File: src/rtl/fp_divide.sv
// Iterative IEEE-754 single-precision divider: restoring mantissa division, one quotient bit per cycle.
// Define FP_DIV_ROUND_EN for round-to-nearest-even in NORM; otherwise the quotient is truncated.
module fp_divide #(
  parameter int EXP_W  = 8,
  parameter int FRAC_W = 23,
  parameter int BIAS   = 127
) (
  input  logic                      clk,
  input  logic                      n_rst,
  input  logic                      div_start,
  input  logic [EXP_W+FRAC_W:0]     op1,
  input  logic [EXP_W+FRAC_W:0]     op2,
  output logic [EXP_W+FRAC_W:0]     div_result,
  output logic                      div_done,
  output logic                      div_overflow,
  output logic                      div_busy
);

  localparam int W   = 1 + EXP_W + FRAC_W;
  localparam int QW  = FRAC_W + 3;
  localparam int RW  = FRAC_W + 2;
  localparam int EW2 = EXP_W + 2;
  localparam int CW  = $clog2(QW + 1);

  localparam logic [2:0] IDLE   = 3'd0;
  localparam logic [2:0] CHECK  = 3'd1;
  localparam logic [2:0] DIVIDE = 3'd2;
  localparam logic [2:0] NORM   = 3'd3;
  localparam logic [2:0] DONE   = 3'd4;

  localparam logic signed [EW2-1:0] E_MAX  = EW2'((1 << EXP_W) - 1);
  localparam logic signed [EW2-1:0] E_ZERO = '0;
  localparam logic signed [EW2-1:0] E_BIAS = EW2'(BIAS);

  logic [2:0]        state;
  logic [W-1:0]      a, b;
  logic [QW-1:0]     q;
  logic [RW-1:0]     rem;
  logic [FRAC_W:0]   dv;
  logic [CW-1:0]     cnt;

  logic              sign;
  logic              e1_zero, e1_ones, e2_zero, e2_ones;
  logic              ge;
  logic [RW-1:0]     rem_sel;
  logic              q_msb;
  logic [FRAC_W-1:0] frac_n;
  logic signed [EW2-1:0] e_n;
  logic [W-1:0]      norm_res;
  logic              norm_ovf;
`ifdef FP_DIV_ROUND_EN
  logic              guard, sticky;
  logic [FRAC_W:0]   frac_inc;
`endif

  assign sign    = a[W-1] ^ b[W-1];
  assign e1_zero = (a[W-2:FRAC_W] == '0);
  assign e1_ones = (a[W-2:FRAC_W] == '1);
  assign e2_zero = (b[W-2:FRAC_W] == '0);
  assign e2_ones = (b[W-2:FRAC_W] == '1);

  assign div_done = (state == DONE);
  assign div_busy = (state != IDLE);

  always_comb begin
    ge      = (rem >= {1'b0, dv});
    rem_sel = ge ? (rem - {1'b0, dv}) : rem;
  end

  always_comb begin
    q_msb  = q[QW-1];
    frac_n = q_msb ? q[FRAC_W+1:2] : q[FRAC_W:1];
    e_n    = $signed({2'b00, a[W-2:FRAC_W]}) - $signed({2'b00, b[W-2:FRAC_W]}) + E_BIAS
             - $signed({{(EW2-1){1'b0}}, ~q_msb});
`ifdef FP_DIV_ROUND_EN
    // Guard is the first dropped quotient bit; remaining bits plus the remainder form sticky.
    guard    = q_msb ? q[1] : q[0];
    sticky   = (q_msb & q[0]) | (rem != '0);
    frac_inc = {1'b0, frac_n} + 1'b1;
    if (guard && (sticky || frac_n[0])) begin
      frac_n = frac_inc[FRAC_W-1:0];
      if (frac_inc[FRAC_W])
        e_n = e_n + 1'sb1;
    end
`endif
    norm_res = {sign, e_n[EXP_W-1:0], frac_n};
    norm_ovf = 1'b0;
    if (e_n >= E_MAX) begin
      norm_res = {sign, {EXP_W{1'b1}}, {FRAC_W{1'b0}}};
      norm_ovf = 1'b1;
    end else if (e_n <= E_ZERO) begin
      norm_res = {sign, {(W-1){1'b0}}};
    end
  end

  always_ff @(posedge clk or negedge n_rst) begin
    if (!n_rst) begin
      state        <= IDLE;
      div_result   <= '0;
      div_overflow <= 1'b0;
      a            <= '0;
      b            <= '0;
      q            <= '0;
      rem          <= '0;
      dv           <= '0;
      cnt          <= '0;
    end else begin
      case (state)
        IDLE: begin
          if (div_start) begin
            a     <= op1;
            b     <= op2;
            state <= CHECK;
          end
        end
        CHECK: begin
          if (e1_ones || e2_ones || (e1_zero && e2_zero)) begin
            div_result   <= {1'b0, {EXP_W{1'b1}}, 1'b1, {(FRAC_W-1){1'b0}}};
            div_overflow <= 1'b1;
            state        <= DONE;
          end else if (e2_zero) begin
            div_result   <= {sign, {EXP_W{1'b1}}, {FRAC_W{1'b0}}};
            div_overflow <= 1'b1;
            state        <= DONE;
          end else if (e1_zero) begin
            div_result   <= {sign, {(W-1){1'b0}}};
            div_overflow <= 1'b0;
            state        <= DONE;
          end else begin
            rem   <= {2'b01, a[FRAC_W-1:0]};
            dv    <= {1'b1, b[FRAC_W-1:0]};
            q     <= '0;
            cnt   <= CW'(QW);
            state <= DIVIDE;
          end
        end
        DIVIDE: begin
          q   <= {q[QW-2:0], ge};
          rem <= rem_sel << 1;
          cnt <= cnt - 1'b1;
          if (cnt == CW'(1))
            state <= NORM;
        end
        NORM: begin
          div_result   <= norm_res;
          div_overflow <= norm_ovf;
          state        <= DONE;
        end
        DONE:    state <= IDLE;
        default: state <= IDLE;
      endcase
    end
  end

endmodule

File: config.mk
export PLATFORM = sky130hd
export DESIGN_NAME = fp_divide
export DESIGN_NICKNAME = d
export VERILOG_FILES = /design/src/rtl/fp_divide.sv
export SDC_FILE = /design/constraint.sdc
export NUM_CORES = 1
export LEC_CHECK = 0
export ABC_AREA = 1
export CORE_ASPECT_RATIO = 0.7
export CORE_MARGIN = 3
export CORE_UTILIZATION = 62
export DETAILED_ROUTE_END_ITERATION = 10
export GPL_TIMING_DRIVEN = 0
export PLACE_DENSITY = 0.91
export SLEW_MARGIN = 20
export SYNTH_ARGS = -nofsm -noshare
export SYNTH_HDL_FRONTEND = slang
export SYNTH_SLANG_ARGS = --single-unit
File: constraint.sdc
create_clock -name clk -period 7.6 [get_ports clk]
set_clock_uncertainty 0.15 [all_clocks]
set_input_delay 1.52 -clock clk [delete_from_list [all_inputs] [get_ports clk]]
set_output_delay 1.52 -clock clk [all_outputs]
set_load 0.01 [all_outputs]
# After elaboration in Yosys (flattened, before gate mapping)
# Index checks and enable logic that the tools add are counted.
# W data, S select, Z words.
totals:
  reg_bits: 180
classes:
  n_addsub: 5
  magnitude_cmp: 3
  eq_ne: 13
  mux: 31
  bitwise_logic: 5
  n_reduce_logical: 14
op_table:
  columns: ["op", "n"]
  rows:
  - ["$mux W32", 3]
  - ["$mux W26", 3]
  - ["$mux W25", 3]
  - ["$pmux W32 S2", 1]
  - ["$mux W31", 2]
  - ["$pmux W26 S2", 1]
  - ["$pmux W25 S2", 1]
  - ["$ge A25 B24 Y1", 1]
  - ["$mux W24", 1]
  - ["$sub A24 B24 Y24", 1]
  - ["$mux W23", 1]
  - ["$eq A8 B8 Y1 const B", 2]
  - ["$logic_not A8 Y1", 2]
  - ["$mux W3", 5]
  - ["$mux W5", 3]
  - ["$pmux W3 S4", 1]
  - ["$add A9 B8 Y10 const B", 1]
  - ["$ge A10 B9 Y1 const B", 1]
  - ["$le A10 B1 Y1 const B", 1]
  - ["$ne A2 B2 Y1 const B", 5]
  - ["$pmux W5 S2", 1]
  - ["$sub A10 B2 Y10", 1]
  - ["$sub A8 B8 Y9", 1]
  - ["$reduce_and A4 Y1", 2]
  - ["16 further kinds", 27]

# Longest topological paths before layout
logic_depth:
  ltp_word: 7
  ltp_mapped: 25
  depth_no_buf: 25

# Worst setup path before layout
# OpenSTA, ideal clock, no wires.
synth_timing:
  kind: "reg-to-reg"
  from: "reg a[23]"
  to: "reg div_result[23]"
  setup_ns: 0.130
  arrival_time_ns: 2.904
  required_ns: 7.320
  slack_ns: 4.417
  stages_incl_launch_ff: 23
  n_path_buf: 0
  period_less_slack_ns: 3.183
  cell_sequence: "dfrtp_1 inv_2 ha_1 inv_1 fa_1 xor2_1 ha_1 nand2_1 nand2_1 a31oi_1 inv_1 nand3_2 nand3_1 nand3b_1 nand2_1 nand2_1 nand2_1 inv_1 nand2_1 nand2_2 nand2_1 nand2_2 nand3_1"
synth_via:
  elab_chain_cells: 7
  elab_cells_between_ends: 16
  cone_classes: "3 x add/sub; 2 x order compare; 2 x eq/ne; 4 x mux; 5 x reduce/logical"
synth_rtl:
  columns: ["element", "line_no", "source"]
  rows:
  - ["from (decl)", "36", "logic [W-1:0] a, b;"]
  - ["from (signal assigned)", "111", "a <= op1;"]
  - ["$sub A8 B8 Y9", "73", "e_n = $signed({2'b00, a[W-2:FRAC_W]}) - $signed({2'b00, b[W-2:FRAC_W]}) + E_BIAS"]
  - ["$add A9 B8 Y10", "73", null]
  - ["$sub A10 B2 Y10", "74", "- $signed({{(EW2-1){1'b0}}, ~q_msb});"]
  - ["$le A10 B1 Y1", "91", "end else if (e_n <= E_ZERO) begin"]
  - ["$mux W31", "91", null]
  - ["$mux W31", "88", "if (e_n >= E_MAX) begin"]
  - ["$pmux W32 S2", "108", "case (state)"]
  - ["to (signal assigned)", "118", "div_result <= {1'b0, {EXP_W{1'b1}}, 1'b1, {(FRAC_W-1){1'b0}}};"]
  - ["to (signal assigned)", "122", "div_result <= {sign, {EXP_W{1'b1}}, {FRAC_W{1'b0}}};"]
  - ["to (signal assigned)", "126", "div_result <= {sign, {(W-1){1'b0}}};"]
  - ["to (decl)", "13", "output logic [EXP_W+FRAC_W:0] div_result,"]
# Several ways; a longest one is shown, not always the timed one.
# A chain may end at the register's enable or synchronous reset.

# Worst setup path after layout
layout_timing:
  from: "reg a[23]"
  to: "reg div_result[29]"
# Same word-level chain as after synthesis.

==> impl_summary.log <==
INFO  metric timing.rr.end = div_result[29]
INFO  metric antennaDiodeCount = 0
INFO  metric r2r_cells = 22
INFO  metric rsz0062_at_grt = no
INFO  metric max-cap-violations = 0
INFO  metric global_route.overflow_total = 0
INFO  metric worst_setup_hold_path_clk_slew = 0.07 ns
INFO  metric numPortBuffers = 101
INFO  metric reg2reg_setup_slack = 3.73 ns
INFO  metric placedCellCount = 1,464
INFO  metric grt_use_met1 = 45.4%
INFO  metric grt_max_degree = 96
INFO  metric final_core_utilization = 77.3%
INFO  metric timing.critical_path.fanout_max = 9
INFO  metric route.detailed.wl_per_inst = 17.4 um
INFO  metric start_util = 64.7%
INFO  metric slew_limit_fails = 0
INFO  metric timing.fmax = 258 MHz
INFO  metric synthToLayoutAreaGrowth = 19.6%
INFO  metric worst_hold_startpoint = state[2]
INFO  metric setup-violations-final = 0
INFO  metric globalplace.congestion = 0.965
INFO  metric cts.path.max_buffers = 2
INFO  metric ys_dominant_reg_cell = dfrtp_1
INFO  metric postSynthAreaPerCell = 8.28 sq um
INFO  metric tritoncts = built
INFO  metric final_layout_size_suffix_gt1_share = 7.84%
INFO  metric synth_nets = 1,277
INFO  metric finalInstanceArea = 11,600 sq um
INFO  metric slew_headroom = 45.1%
INFO  metric drc = 0
INFO  metric clk-insertion-delay-late = 0.43 ns
INFO  metric crit_path_start_kind = register
INFO  metric synthArstFlopShare = 100%
INFO  metric core-area = 15,000 sq um
INFO  metric final_antenna_net_count = 0
INFO  metric design.portCount = 102
INFO  metric floorplan.die_area = 17,200 sq um
INFO  metric hold-worst-slack = 0.317 ns
INFO  metric yosysSeqAreaShare = 46.6%
INFO  metric synth_top_cells_by_count = nand2_1, dfrtp_1, inv_1
INFO  metric detail_route.first_pass.iterations = 5
INFO  metric critical_path.endpoint_type = register
INFO  metric synth.cell_area = 9670 sq um
INFO  metric first_global_vias = 8,548
INFO  metric grt_usage = 30.8%
INFO  metric synth.yosys.warnings = 0
INFO  metric syn-instance-count = 1,167
INFO  metric holdPathStages = 1
INFO  metric period_minus_slack = 3.87 ns
INFO  metric detailed_place.area = 11,000 sq um
INFO  metric number_of_standard_cell_rows_in_the_floorplan = 37
INFO  metric critical_path_arrival = 4.02 ns
INFO  metric cts_sinks = 180
INFO  metric yosys-top-cells-area = dfrtp_1, nand2_1, inv_1
INFO  metric synth.top_cell.area_share = 46.6%
INFO  metric first_iter_violations = 849
INFO  metric busiest_layer = met2
INFO  metric postRouteWirelength = 26.0 mm
INFO  metric post_cts.resized_instances = 0
INFO  metric vias = 8,689
INFO  metric fin_nets = 1,398
INFO  metric most_frequently_used_cell_type_in_the_post_synthesis_netlist = nand2_1
INFO  metric post_dr_vias_cell = 5.81
INFO  metric timing.final.hold_violations = 0
INFO  metric critPathKind = register to register
INFO  metric detailed_place_hpwl = 18.9 mm
INFO  metric grt_antenna_before_repair = 0
INFO  metric final.period_utilization = 51.0%
INFO  metric h-tree-depth = 4
INFO  metric worstMarginPinSlew = 0.823 ns
INFO  metric cts_inserted_buffers = 17
INFO  metric die-height = 110 um
INFO  metric synth_enable_flop_cells = 0
INFO  metric grt_use_met3 = 6.89%
INFO  metric ys_types = 44
INFO  metric postSynthRegisterBits = 180
INFO  metric cts_root_buffer = clkbuf_16
INFO  metric cts_setup_buffers = 0
INFO  metric global_route.usage.met2 = 45.9%
INFO  metric die_width = 155 um
INFO  metric hold_buffers = 0
INFO  metric grt_first_pass_wirelength = 42.8 mm
INFO  metric crit_required = 7.74 ns
INFO  metric synth_top_cell_by_area = dfrtp_1
INFO  metric layoutNonFillerInstCount = 1,496
INFO  metric whs_endpoint = state[0]
INFO  metric rr_startpoint = a[23]
INFO  metric min-delay-path-class = register to register
INFO  metric outcome = complete, no violations
-- routing by layer --
metal | wire (um) | up-vias
met1 | 11300 | 4121
met2 | 11700 | 442
met5 | 0 | -
met4 | 591 | 0
met3 | 2430 | 54
li1 | - | 4072
-- kinds of logic (layout without fill, tap and decap cells) --
kind of cell	after synthesis	after routing	share of synthesized area, %
AO/OA/AOI/OAI	245	245	13.8
XOR/XNOR	26	26	2.36
adder cells (fa/ha/maj)	43	43	5.80
buffers and inverters	209	343	8.53
flip-flops	180	180	46.6
multiplexers	32	32	3.73
AND/OR/NAND/NOR	432	432	19.2
-- worst max-delay path by stage --
stage,startpoint,cells after the start,to
global route,a[23],22,div_result[29]
finish,a[23],22,div_result[29]
global placement,n_rst,1,b[12]
floorplan,a[23],22,div_result[23]
CTS,a[23],22,div_result[29]
detailed placement,a[23],22,div_result[23]
-- layout by cell type (no fill, tap or decap), types with 11 or more instances in the layout --
cell type / instances
nand2_1: 240
dfrtp_1: 180
inv_1: 159
clkdlybuf4s50_1: 100
o21ai_0: 96
a21oi_1: 89
nor2_1: 79
nand3_1: 66
ha_1: 40
mux2_2: 32
o22ai_1: 29
clkbuf_1: 28
clkbuf_16: 17
xor2_1: 14
xnor2_1: 12
nand4_1: 11
-- metrics by stage --
step	setup TNS, ns	setup slack [ns]
after global routing	0	3.45
after global placement	-390.62	-2.19
final	0	3.73
after floorplan	0	4.42
after detailed placement	0	3.83
after CTS	0	3.81
-- worst max-delay path, stage by stage (launching register included) --
cell and delay, ns:
dfrtp_1 0.40, inv_2 0.08, ha_1 0.14, inv_1 0.07
fa_1 0.42, xor2_1 0.43, ha_1 0.37, nand2_1 0.08
nand2_1 0.04, a31oi_1 0.25, inv_1 0.09, nand3_2 0.11
nand3_1 0.09, nand3b_1 0.12, nand2_1 0.07, nand2_1 0.08
nand2_1 0.09, inv_1 0.06, nand2_1 0.06, nand2_2 0.16
nand2_1 0.09, nand2_2 0.18, nand3_1 0.11
-- registers in the layout, indices dropped and copies added (netlist names) --
register,count
rem,25
b,32
state,3
cnt,5
q,26
div_result,32
a,32
dv,24
div_overflow,1
-- area by class of cell --
cell class              instances  area [sq um]
flip-flops and latches        180          4500
multi-input cells             778          4340
fillers                      1044          3390
repair buffers                102          1040
inverters                     162           608
clock buffers                  17           425
well taps                     195           244
plain buffers                  47           216
clock inverters                15           184
Power is not shown: default switching activity piles up to over one toggle a cycle in this logic, so the estimate is an artifact.
